==> config.mk <==
export PLATFORM = sky130hd
export DESIGN_NAME = fetch_queue
export DESIGN_NICKNAME = d
export VERILOG_FILES = /design/src/rtl/fetch_queue.sv
export SDC_FILE = /design/constraint.sdc
export NUM_CORES = 1
export LEC_CHECK = 0
export BUFFER_PORTS_ARGS = -buffer_cell sky130_fd_sc_hd__buf_2
export CORE_UTILIZATION = 30
export CTS_BUF_LIST = sky130_fd_sc_hd__clkbuf_8 sky130_fd_sc_hd__clkbuf_16
export DETAILED_ROUTE_END_ITERATION = 10
export HOLD_SLACK_MARGIN = 0.03
export REMOVE_ABC_BUFFERS = 1
export SLEW_MARGIN = 25
export SYNTH_ARGS = -nofsm -noshare
export SYNTH_HDL_FRONTEND = slang
export SYNTH_SLANG_ARGS = --single-unit
==> constraint.sdc <==
create_clock -name clk -period 3.91 [get_ports clk]
set_input_delay 0.1955 -clock clk [delete_from_list [all_inputs] [get_ports clk]]
set_output_delay 0.1955 -clock clk [all_outputs]
set_load 0.03 [all_outputs]
==> src/rtl/fetch_queue.sv <==
// Fetch stage: owns the fetch PC, reads InstMemory combinationally and buffers
// {pc, inst} pairs in a small FIFO so decode can stall without re-fetching.
module fetch_queue #(
   parameter int          DEPTH    = 4,
   parameter logic [31:0] RESET_PC = 32'h0
) (
   input  logic                     clk,
   input  logic                     reset,
   output logic [31:0]              imem_addr,
   input  logic [31:0]              imem_dout,
   input  logic                     redirect_valid,
   input  logic [31:0]              redirect_pc,
   input  logic                     halt,
   output logic                     out_valid,
   input  logic                     out_ready,
   output logic [31:0]              out_inst,
   output logic [31:0]              out_pc,
   output logic [$clog2(DEPTH):0]   count
);

   localparam int             PW      = $clog2(DEPTH);
   localparam int             CW      = PW + 1;
   localparam logic [CW-1:0]  DEPTH_C = CW'(DEPTH);

   logic [PW-1:0] rd_q, rd_d, wr_q, wr_d;
   logic [CW-1:0] count_q, count_d;
   logic [31:0]   fetch_pc_q, fetch_pc_d;
   logic [31:0]   pc_mem_q   [DEPTH];
   logic [31:0]   pc_mem_d   [DEPTH];
   logic [31:0]   inst_mem_q [DEPTH];
   logic [31:0]   inst_mem_d [DEPTH];
   logic          empty, push, pop;

   // Handshake: an entry transfers to decode on a cycle where out_valid and
   // out_ready are both high; out_valid never depends on out_ready.
   always_comb begin
      empty      = (count_q == '0);
      pop        = ~empty & out_ready & ~redirect_valid;
      push       = ~redirect_valid & ~halt & ((count_q != DEPTH_C) | pop);
      rd_d       = rd_q;
      wr_d       = wr_q;
      count_d    = count_q;
      fetch_pc_d = fetch_pc_q;
      pc_mem_d   = pc_mem_q;
      inst_mem_d = inst_mem_q;
      if (redirect_valid) begin
         rd_d       = '0;
         wr_d       = '0;
         count_d    = '0;
         fetch_pc_d = {redirect_pc[31:2], 2'b00};
      end else begin
         if (push) begin
            pc_mem_d[wr_q]   = fetch_pc_q;
            inst_mem_d[wr_q] = imem_dout;
            wr_d             = wr_q + PW'(1);
            fetch_pc_d       = fetch_pc_q + 32'd4;
         end
         if (pop) begin
            rd_d = rd_q + PW'(1);
         end
         // Simultaneous push and pop (including when full) leaves count unchanged.
         case ({push, pop})
            2'b10:   count_d = count_q + CW'(1);
            2'b01:   count_d = count_q - CW'(1);
            default: count_d = count_q;
         endcase
      end
   end

   always_ff @(posedge clk) begin
      if (reset) begin
         rd_q       <= '0;
         wr_q       <= '0;
         count_q    <= '0;
         fetch_pc_q <= RESET_PC;
         for (int i = 0; i < DEPTH; i++) begin
            pc_mem_q[i]   <= '0;
            inst_mem_q[i] <= '0;
         end
      end else begin
         rd_q       <= rd_d;
         wr_q       <= wr_d;
         count_q    <= count_d;
         fetch_pc_q <= fetch_pc_d;
         pc_mem_q   <= pc_mem_d;
         inst_mem_q <= inst_mem_d;
      end
   end

   assign imem_addr = fetch_pc_q;
   assign out_valid = ~empty & ~redirect_valid;
   assign out_pc    = empty ? 32'h0 : pc_mem_q[rd_q];
   assign out_inst  = empty ? 32'h0 : inst_mem_q[rd_q];
   assign count     = count_q;

endmodule
==> results.md <==
- CP arrival: 2.58 ns
- Routed wire per std cell: 17.7 um
- Post-synthesis sequential area ratio: 0.450
- Top post-synthesis cells by area: dfxtp_1, nand2_1, mux4_2
- Nets: 1731
- Hpwl dp: 21600 um
- Starting density of the core: 0.307
- DR DRC count: 0
- Worst-path clk slew: 0.06 ns
- CTS tree: built
- Place WS: 1.40 ns
- Slew margin rel.: 0.332
- #FFs+latches synth: 285
- Max rail drop VDD: 0.324 mV
- Final Hold Viols: 0
- Global Route Usage Sum: 0.179
- Mapped Area: 12700 sq um
- # fillers: 4234
- Final wirelength: 39100 um
- CP required: 3.71 ns
- Layout cells sized above 1: 0.181
- Most frequent cells in the layout: nand2_1, dfxtp_1, a21oi_1, buf_2, and2_1
- Uppermost routed layer: met4
- Distinct cells, synth: 44
- CP Capture Type: output port
- Remaining Overflow, GRT: 0
- Mean Syn Cell Area: 8.30 sq um
- Hold WC Path Type: in2reg
- Sink Count: 285
- FF+latch area: 5710 sq um
- IO buf count: 162
- Status: finished clean
- Site row count: 74
- Multi-input gate area in the final layout: 6320 sq um
- Max-slew violations: 0
- Initial DRC Count: 812
- Maximum buffer depth of the clock tree: 3
- FFs w/ async S/R, synth: 0
- RSZ-0062 raised after global routing: no
- Yosys top cell area share: 0.450
- Met2 Wirelength: 18800 um
- # IOs: 169
- Core Area: 41200 sq um
- Leak Pwr: 5.58 nW
- Die width: 207 um
- Synth Flop Type: dfxtp_1
- Clk_lat worst skew: 0.52 ns
- Antenna diodes: 0
- Fin crit share: 0.709
- Clk root buf: clkbuf_16
- Gpl congestion: 0.756
- Final Worst Setup Slack: 1.14 ns
- Initial antenna violation count: 0
- Via count: 11.1k
- Compound-gate portion of the synthesized area: 0.123
- Drt first pass iters: 5
- PwrDens: 428 nW/um^2
- Most common cell after layout, fill and taps aside: nand2_1
- Final core utilization: 0.372
- Final ANT Viol Nets: 0
- First-pass GRT wire length: 60800 um
- Yosys top cell by area: dfxtp_1
- Synth-to-layout area growth: 20.9%
- Xor and xnor area share after synthesis: 0.0173
- Post-Syn Instances: 1527
- Warning count from the yosys run: 0
- Vias in the first global route: 10.7k
- # hold bufs at CTS: 54
- Peak Freq: 361 MHz
- Simple-gate portion of the synthesized area: 0.231
- Setup Buffers After CTS: 0
- Wl on met1: 17500 um
- Die Ht: 207 um
- Final setup viols: 0
- H-tree depth: 2
- Post-cts sizing count: 0
- Worst-path fanout max: 45
- Worst-Margin Slew: 1.00 ns
- Crit path time final: 2.77 ns
- Pwr Total: 0.00655 W
- CTS Buf Count: 34
- Post-DR vias/cell: 5.02
- Post-synthesis adder-cell area fraction: 0.00751
- Multiplexer share of the synthesized area: 0.116
- Main combinational cell family by area after synthesis: simple AND/OR/NAND/NOR gates
- Met3 wire len: 2240 um
- Die ar.: 43100 sq um
- Max cap viols: 0
- Setup TNS: 0 ns
- Critical path type: reg2out
- Clk_skew: 0.0251 ns
- Post-synth EDFFs: 0
- Crit path launch type: flip-flop
- Pin count of the biggest net entering global routing: 139
-- final cells by class --
type                            count  area share
Clock buffer                       41      0.0626
Sequential cell                   285       0.373
Tap cell                          532      0.0435
Timing Repair Buffer              224      0.0944
Multi-Input combinational cell   1084       0.413
Clock inverter                     12     0.00736
Inverter                           26     0.00637
-- metrics by stage --
stage               instance area (sq um)  hold slack, ns  std cells
finish                              15300          0.0452       2204
CTS                                 15300          0.0418       2204
floorplan                           12100           0.265       1395
global route                        15300          0.0485       2204
global placement                    13700           0.431       2097
detailed placement                  13700           0.445       2097
-- critical path, cell delays in order, from the launching register on --
cell     delay [ns]
dfxtp_4        0.99
buf_4          0.35
mux4_2         0.32
and2_1         0.18
buf_2          0.17
-- registers in the layout, indices dropped and copies added (netlist names) --
signal / flops
inst_mem_q: 128
pc_mem_q: 120
imem_addr: 30
count: 3
rd_q: 2
wr_q: 2
-- path summary, 6_finish.rpt --
check                              start                           to  slack (ns)  cells past startpoint
max                 rd_q[1]$_SDFFE_PP0P_                  out_inst[1]        1.14                      4
min                      redirect_pc[19]   imem_addr[19]$_SDFFE_PP0P_        0.05                      4
max reg2reg        count[0]$_SDFFE_PP0P_        count[2]$_SDFFE_PP0P_        1.37                     10
min reg2reg  inst_mem_q[53]$_SDFFE_PP0P_  inst_mem_q[53]$_SDFFE_PP0P_        0.45                      2
-- cell families after synthesis --
| family | after synthesis |
|---|---|
| buffers and inverters | 161 |
| AO/OA/AOI/OAI | 301 |
| multiplexers | 69 |
| XOR/XNOR | 25 |
| AND/OR/NAND/NOR | 678 |
| other | 1 |
| adder cells (fa/ha/maj) | 7 |
| flip-flops | 285 |
-- cells in the mapped netlist (2+ instances only) --
master / count
a21oi_1: 270
dfxtp_1: 285
mux2i_1: 6
mux4_2: 62
and2_1: 68
nor3_1: 2
ha_1: 6
and4_4: 2
xor2_1: 14
and3_1: 4
buf_2: 56
or3_1: 7
nor2_1: 18
and4_1: 3
nor4_1: 6
o21ai_0: 9
nand4_2: 2
xnor2_1: 11
nor2b_1: 9
nand2_1: 529
nand4_1: 8
o21a_1: 15
a31oi_1: 5
clkbuf_1: 73
buf_4: 4
nand3_1: 10
inv_1: 26
-- report_power, final --
part | switching (W) | internal [W] | total (W)
combinational | 0.000274 | 0.000168 | 0.000442
clock | 0.00122 | 0.00186 | 0.00308
sequential | 0.0000772 | 0.00295 | 0.00303
-- per-layer routing --
metal | vias to the layer above | global-route usage
met1 | 5357 | 0.240
met3 | 50 | 0.0263
met5 | - | 0
li1 | 5323 | -
met2 | 341 | 0.301
met4 | 0 | 0.0407
No activity file was read; power rests on OpenSTA's default activity.
